[src/rtl/adder_mon_pkg.sv]
// Shared types and defaults for the approximate-adder error monitor and the
// generated adder wrappers.
package adder_mon_pkg;

    typedef enum logic [1:0] {
        IDLE,
        RUN,
        DRAIN,
        DONE
    } mon_state_t;

    localparam int unsigned DEF_W      = 4;
    localparam int unsigned DEF_CW     = 16;
    localparam int unsigned DEF_ET     = 14;
    localparam int unsigned DEF_WINDOW = 256;

    // Sum/error width and accumulated-error width for the default operand size
    localparam int unsigned SW  = DEF_W + 1;
    localparam int unsigned ESW = DEF_CW + DEF_W + 1;

endpackage

[src/rtl/abs_err_calc.sv]
// Combinational exact sum, absolute error against the approximate sum, and
// threshold violation flag.
module abs_err_calc #(
    parameter int unsigned W  = 4,
    parameter int unsigned ET = 14
) (
    input  logic [W-1:0] a,
    input  logic [W-1:0] b,
    input  logic [W:0]   approx,
    output logic [W:0]   err,
    output logic         viol
);

    logic [W:0]          exact;
    logic signed [W+1:0] diff;

    assign exact = {1'b0, a} + {1'b0, b};
    assign diff  = $signed({1'b0, exact}) - $signed({1'b0, approx});

    // |diff| always fits in W+1 bits, so negate only the low bits
    assign err  = diff[W+1] ? (~diff[W:0] + 1'b1) : diff[W:0];
    assign viol = (32'(err) > 32'(ET));

endmodule

[src/rtl/adder_err_monitor.sv]
// Windowed error-statistics monitor for an approximate adder: valid/ready
// sample intake, two-stage recompute/accumulate pipeline, run/drain FSM.
module adder_err_monitor
    import adder_mon_pkg::*;
#(
    parameter int unsigned W      = DEF_W,
    parameter int unsigned ET     = DEF_ET,
    parameter int unsigned WINDOW = DEF_WINDOW,
    parameter int unsigned CW     = DEF_CW
) (
    input  logic              clk,
    input  logic              rst,
    input  logic              start,
    input  logic              in_valid,
    output logic              in_ready,
    input  logic [W-1:0]      in_a,
    input  logic [W-1:0]      in_b,
    input  logic [W:0]        in_approx,
    output logic              busy,
    output logic              done,
    output logic [CW-1:0]     sample_cnt,
    output logic [W:0]        err_max,
    output logic [CW+W:0]     err_sum,
    output logic [CW-1:0]     viol_cnt,
    output logic              viol_seen
);

    localparam logic [CW-1:0] WIN_L  = CW'(WINDOW);
    localparam logic [CW-1:0] LAST_L = CW'(WINDOW - 1);

    mon_state_t    state, state_nxt;
    logic [CW-1:0] acc_cnt;
    logic          xfer;
    logic          open_win;

    logic [W:0]    calc_err;
    logic          calc_viol;

    logic          s1_valid;
    logic [W:0]    s1_err;
    logic          s1_viol;

    assign in_ready = (state == RUN) && (acc_cnt < WIN_L);
    assign xfer     = in_valid && in_ready;
    assign busy     = (state == RUN) || (state == DRAIN);
    assign done     = (state == DONE);
    assign open_win = start && ((state == IDLE) || (state == DONE));

    abs_err_calc #(
        .W  (W),
        .ET (ET)
    ) u_calc (
        .a      (in_a),
        .b      (in_b),
        .approx (in_approx),
        .err    (calc_err),
        .viol   (calc_viol)
    );

    always_ff @(posedge clk) begin
        if (rst) state <= IDLE;
        else     state <= state_nxt;
    end

    // The input transfer and S1 valid are the two pipeline stages that must
    // be empty before DONE; S2 commits on the edge that consumes S1.
    always_comb begin
        state_nxt = state;
        case (state)
            IDLE:    if (start) state_nxt = RUN;
            RUN:     if (xfer && (acc_cnt == LAST_L)) state_nxt = DRAIN;
            DRAIN:   if (!xfer && !s1_valid) state_nxt = DONE;
            DONE:    if (start) state_nxt = RUN;
            default: state_nxt = IDLE;
        endcase
    end

    always_ff @(posedge clk) begin
        if (rst) begin
            acc_cnt    <= '0;
            s1_valid   <= 1'b0;
            s1_err     <= '0;
            s1_viol    <= 1'b0;
            sample_cnt <= '0;
            err_max    <= '0;
            err_sum    <= '0;
            viol_cnt   <= '0;
            viol_seen  <= 1'b0;
        end else begin
            s1_valid <= xfer;
            if (xfer) begin
                s1_err  <= calc_err;
                s1_viol <= calc_viol;
                acc_cnt <= acc_cnt + 1'b1;
            end

            if (open_win) begin
                acc_cnt    <= '0;
                s1_valid   <= 1'b0;
                sample_cnt <= '0;
                err_max    <= '0;
                err_sum    <= '0;
                viol_cnt   <= '0;
                viol_seen  <= 1'b0;
            end else if (s1_valid) begin
                sample_cnt <= sample_cnt + 1'b1;
                err_sum    <= err_sum + {{CW{1'b0}}, s1_err};
                if (s1_err > err_max) err_max <= s1_err;
                viol_cnt   <= viol_cnt + CW'(s1_viol);
                viol_seen  <= viol_seen | s1_viol;
            end
        end
    end

endmodule

[config.mk]
export PLATFORM = sky130hd
export DESIGN_NAME = adder_err_monitor
export DESIGN_NICKNAME = d
export VERILOG_FILES = /design/src/rtl/adder_mon_pkg.sv /design/src/rtl/abs_err_calc.sv /design/src/rtl/adder_err_monitor.sv
export SDC_FILE = /design/constraint.sdc
export NUM_CORES = 1
export LEC_CHECK = 0
export ABC_AREA = 1
export BUFFER_PORTS_ARGS = -buffer_cell sky130_fd_sc_hd__buf_2
export CAP_MARGIN = 40
export CORE_UTILIZATION = 50
export CTS_CLUSTER_DIAMETER = 120
export DETAILED_ROUTE_END_ITERATION = 16
export GPL_TIMING_DRIVEN = 0
export MAX_ROUTING_LAYER = met4
export PLACE_DENSITY = 0.75
export SLEW_MARGIN = 20
export SYNTH_ARGS = -nofsm -noshare
export SYNTH_HDL_FRONTEND = slang
export SYNTH_SLANG_ARGS = --single-unit
[constraint.sdc]
create_clock -name clk -period 7.3 [get_ports clk]
set_clock_uncertainty 0.1 [all_clocks]
set_input_delay 1.095 -clock clk [delete_from_list [all_inputs] [get_ports clk]]
set_output_delay 1.095 -clock clk [all_outputs]
set_load 0.005 [all_outputs]
Yosys cells after proc, flatten, opt, wreduce, memory -nomap -nowiden

Cells that the tools add are included.

Register bits: 84
Bits of input ports: 17
Output and inout bits: 62
Word-level logic and storage cells: 48

Add/sub/neg operators: 7
Magnitude comparators: 3
Eq/ne operators: 7
Multiplexer cells: 5
Bitwise logic cells: 2
Reduce and logical (&&, ||, !) cells: 14

Operators by type and width:

| cell                    | number |
|---|---|
| $add A16 B1 Y16 const B | 2 |
| $add A21 B5 Y21         | 1 |
| $add A16 B1 Y16         | 1 |
| $eq A16 B8 Y1 const B   | 1 |
| $lt A16 B9 Y1 const B   | 1 |
| $mux W2                 | 3 |
| $ne A2 B1 Y1 const B    | 3 |
| $pmux W2 S3             | 1 |
| $sub A5 B5 Y6           | 1 |
| $add A4 B4 Y5           | 1 |
| $add A5 B1 Y5 const B   | 1 |
| $gt A5 B4 Y1 const B    | 1 |
| $gt A5 B5 Y1            | 1 |
| $logic_and A1 B1 Y1     | 5 |
| $mux W5                 | 1 |
| $not A5 Y5              | 1 |
| $eq A2 B2 Y1 const B    | 2 |
| $reduce_or A2 Y1        | 2 |
| $reduce_and A3 Y1       | 1 |
| $eq A2 B1 Y1 const B    | 1 |
| $logic_not A1 Y1        | 2 |
| $logic_not A2 Y1        | 1 |
| $logic_or A1 B1 Y1      | 2 |
| $reduce_and A2 Y1       | 1 |
| $or A1 B1 Y1            | 1 |

Logic depth before layout (Yosys ltp)

Word-level depth: 7
Mapped depth: 16
Mapped depth without buffers: 16

Modules after synthesis

Synthesis repeated with hierarchy kept, for this count alone.

Cells, all modules: 648
Area total of the unflattened synthesis: 4,548.1 um2

Modules (own cells, without submodules):

| module            | instances | cells an instance | area each (um2) | sequential area each (um2) |
|---|---|---|---|---|
| adder_err_monitor | 1         | 558               | 4,020.1         | 1,681.6 |
| abs_err_calc      | 1         | 90                | 528.0           | 0.0 |

Worst setup path after synthesis

Ideal clock, no wire load.

Kind: input to register
Start point: in in_a[1]
End point: reg s1_viol
Setup time: 0.121 ns
Arrival time: 2.854 ns
Slack: 4.225 ns
Stages on the path: 11
Path buffers: 0
Path through: inv_1 -> fa_1 -> fa_1 -> ha_1 -> nand3b_1 -> nand2_1 -> nand3_1 -> nand2_1 -> nor2_1 -> nand2_1 -> a21oi_1

Word-level cells in the longest chain between the ends: 6

RTL lines:

| item                 | line                    | source |
|---|---|---|
| start, declared      | adder_err_monitor.sv:16 | `input logic [W-1:0] in_a,` |
| $add A4 B4 Y5 *      | abs_err_calc.sv:17      | `assign exact = {1'b0, a} + {1'b0, b};` |
| $sub A5 B5 Y6 *      | abs_err_calc.sv:18      | `assign diff = $signed({1'b0, exact}) - $signed({1'b0, approx});` |
| $not A5 Y5           | abs_err_calc.sv:21      | `assign err = diff[W+1] ? (~diff[W:0] + 1'b1) : diff[W:0];` |
| $add A5 B1 Y5        | abs_err_calc.sv:21      |  |
| $mux W5 *            | abs_err_calc.sv:21      |  |
| $gt A5 B4 Y1 *       | abs_err_calc.sv:22      | `assign viol = (32'(err) > 32'(ET));` |
| end signal, assigned | adder_err_monitor.sv:93 | `s1_viol <= calc_viol;` |
| end, declared        | adder_err_monitor.sv:41 | `logic s1_viol;` |

Every way passes the cells marked *; elsewhere a longest branch is shown, timed or not.
A chain may end at the register's enable or synchronous reset.

Final worst setup path

Ends and elaborated chain as after synthesis.

==> impl_metrics.yaml <==
run_status:
  outcome: "completed"
yosys:
  syn_area_per_cell_um2: 7.086
  synth-seq-area-share_pct: 36.96
  synth_cells: 642
  yosysWarningCount: 0
  synth_seq_cells: 84
  synth_cell_type_count: 39
  synth_fp_nets: 689
  syn-cell-area_um2: 4549
  synth_edf_count: 0
  synth_ff_type: "dfxtp_1"
  synth_async_sr_flop_share_pct: 0
layout:
  utilization_pct: 60.19
  drive_gt1_share_pct: 17.26
  instances_no_fill: 844
  area_growth_pct: 15.95
  fin_nets: 778
  antenna_cells: 0
  fill_cells: 812
  multi_input_area_um2: 2396
  regArea_um2: 1682
  final_cell_area_um2: 5275
clock_tree:
  clockRootBuffer: "clkbuf_8"
  cts.clk_slew.worst_paths_ns: 0.08
  cts_setup_buffers: 0
  clk_latency_ns: 0.36
  cts_max_level: 3
  cts-resized-gates: 0
  cts_tree: "done"
  cts_sinks: 84
  clk_path_buf_depth: 2
  cts_buffers: 9
  cts_hold_buf: 0
drt:
  dr.pass1.iters: 7
  detail_route.wl_per_cell_um: 11.99
  drc_errors: 0
  antenna_left: 0
  drt_iter0_drc: 166
  vias_per_cell: 5.036
  vias: 4250
  wl_um: 10120
hold_path:
  min_from: "acc_cnt[11]"
  min_path_type: "flop to flop"
floorplan:
  fp.dieW_um: 97.39
  core_um2: 8763
  dieArea_um2: 9484
  initial_core_util_pct: 51.91
  num_io_pins: 79
  die_h_um: 97.39
  row_count: 34
pwr:
  power_density_nw_per_um2: 214.7
  p_leak_nw: 2.459
  ir_worst_vdd_mv: 0.1156
global_route:
  grt.met3_usage_pct: 4.964
  grt_max_degree: 16
  grt_use_met1_pct: 28.09
  antenna_found_initial: 0
  grt_usage_pct: 22.57
  busiest_layer: "met2"
  grt_pass1_wl_um: 17180
  overflow: 0
  grt_pass1_vias: 3904
  gr-usage-met2_pct: 36.69
sta:
  drv_slew: 0
  finalSetupViolCount: 0
  worst_pin_slew_ns: 0.6354
  fmax_mhz: 342.1
  fin_crit_sh_pct: 40.04
  finalHoldViolCount: 0
  rsz0062_at_grt: "no"
  post-route-min-period_ns: 2.923
  finalSetupTns_ns: 0
  maxSlewHeadroom_pct: 57.64
placement:
  placed_area_um2: 5075
  io_buffer_count: 78
  placed_cells: 828
  dp_hpwl_um: 7617
  place.gp.congestion: 0.8586
setup_path:
  reg2reg_from: "state[0]"
  critPathRequiredTime_ns: 7.49
  path_buf_inv: 2
  crit_type: "primary input to flop"
  cp.arrival_ns: 3.11
  path_max_fanout: 3
  worstSetupEndpointType: "flop"
  cp-startpoint: "in_a[1]"
  cp_slowest_cell: "fa_1"
  worstSetupStartpointType: "primary input"
  critPathMostFrequentCell: "nand2_1"
  crit_family: "adder cells"
  cpPeakStageDelay_ns: 0.60
  path_cells: "buf_2, inv_1, fa_1, fa_1, ha_1, nand3b_1, nand2_1, nand3_1, nand2_1, nor2_1, nand2_1, a21oi_1"
flow_run:
  cap_violations: 0
## worst paths after layout
path | to | slack, ns | cells after the start
worst max-delay path | s1_viol | 4.38 | 12
worst min-delay path | acc_cnt[11] | 0.35 | 2
worst max register to register | viol_cnt[6] | 5.16 | 6
worst min register to register | acc_cnt[11] | 0.35 | 2
## final cells by class
cell class / count / share of cell area (%)
clock inverters: 6 / 1.376
repair buffers: 78 / 7.400
clock buffers: 10 / 2.419
multi-input cells: 436 / 45.42
well taps: 108 / 2.562
plain buffers: 12 / 1.067
inverters: 110 / 7.875
flip-flops and latches: 84 / 31.88
## per-stage QoR
stage	hold WS, ns	power [mW]	worst slack [ns]
6_report	0.3539	1.133	4.377
2_1_floorplan	0.3299	0.7168	4.225
3_3_place_gp	0.3395	0.7884	4.053
5_1_grt	0.3817	1.206	4.207
4_1_cts	0.3572	1.141	4.374
3_5_place_dp	0.3451	0.8002	4.003
## power by group
group | switching, mW | total (mW) | leakage, nW | internal, mW
combinational | 0.188 | 0.294 | 1.68 | 0.105
sequential | 0.0202 | 0.497 | 0.678 | 0.477
clock | 0.180 | 0.342 | 0.0975 | 0.162
total | 0.388 | 1.13 | 2.46 | 0.744
## registers in the layout, summed over array words and instances (netlist names)
name / count
acc_cnt: 16
viol_cnt: 16
viol_seen: 1
s1_err: 5
err_max: 5
s1_valid: 1
state: 2
sample_cnt: 16
s1_viol: 1
err_sum: 21
## cells by family after synthesis
group,count (synthesis),synth area share (%)
AND/OR/NAND/NOR,293,29.57
buffers and inverters,122,10.37
AO/OA/AOI/OAI,103,12.10
flip-flops,84,36.96
adder cells (fa/ha/maj),30,9.076
XOR/XNOR,10,1.925
## Yosys cell counts (2+ instances only)
master	number	area share, %
nand2_1	124	10
inv_1	105	8.7
nor2_1	85	7.0
dfxtp_1	84	37
a21oi_1	51	5.6
o21ai_0	33	3.6
nand3_1	28	3.1
ha_1	25	6.9
nor3_1	13	1.4
nand4_1	12	1.7
clkbuf_1	8	0.66
nand3_2	7	1.5
o21ai_1	6	0.66
fa_1	5	2.2
xnor2_1	5	0.96
xor2_1	5	0.96
nor2_2	4	0.55
nor2_4	4	0.99
nor3_2	4	0.88
o21a_1	4	0.66
a31oi_1	3	0.41
buf_2	3	0.33
nand2_2	3	0.41
clkinv_1	2	0.17
inv_2	2	0.17
nand3b_1	2	0.33
nor3_4	2	0.72
nor3b_1	2	0.33
## per-layer routing
layer,part of all wire (%),up-vias
met5,0,-
met4,1.7,0
met3,4.2,16
met2,47,91
met1,47,1921
li1,-,2222
## cells in the final DEF, fill, tap and decap left out, types with 5 or more instances in the layout
cell	netlist	routed
dfxtp_1	84	84
nor3_1	13	13
nand3_2	7	7
o21ai_1	6	6
clkbuf_1	8	9
clkbuf_8	0	9
a21oi_1	51	51
nand3_1	28	28
nand4_1	12	12
inv_1	105	105
xor2_1	5	5
xnor2_1	5	5
o21ai_0	33	33
fa_1	5	5
buf_2	3	81
ha_1	25	25
nand2_1	124	124
nor2_1	85	85
## worst min-delay path, delay by kind of cell (launching register included)
family,cells,cell delay [ns]
AND/OR/NAND/NOR,1,0.04
buffers and inverters,1,0.06
flip-flops,1,0.32
Power figures use the tool's default switching activity.
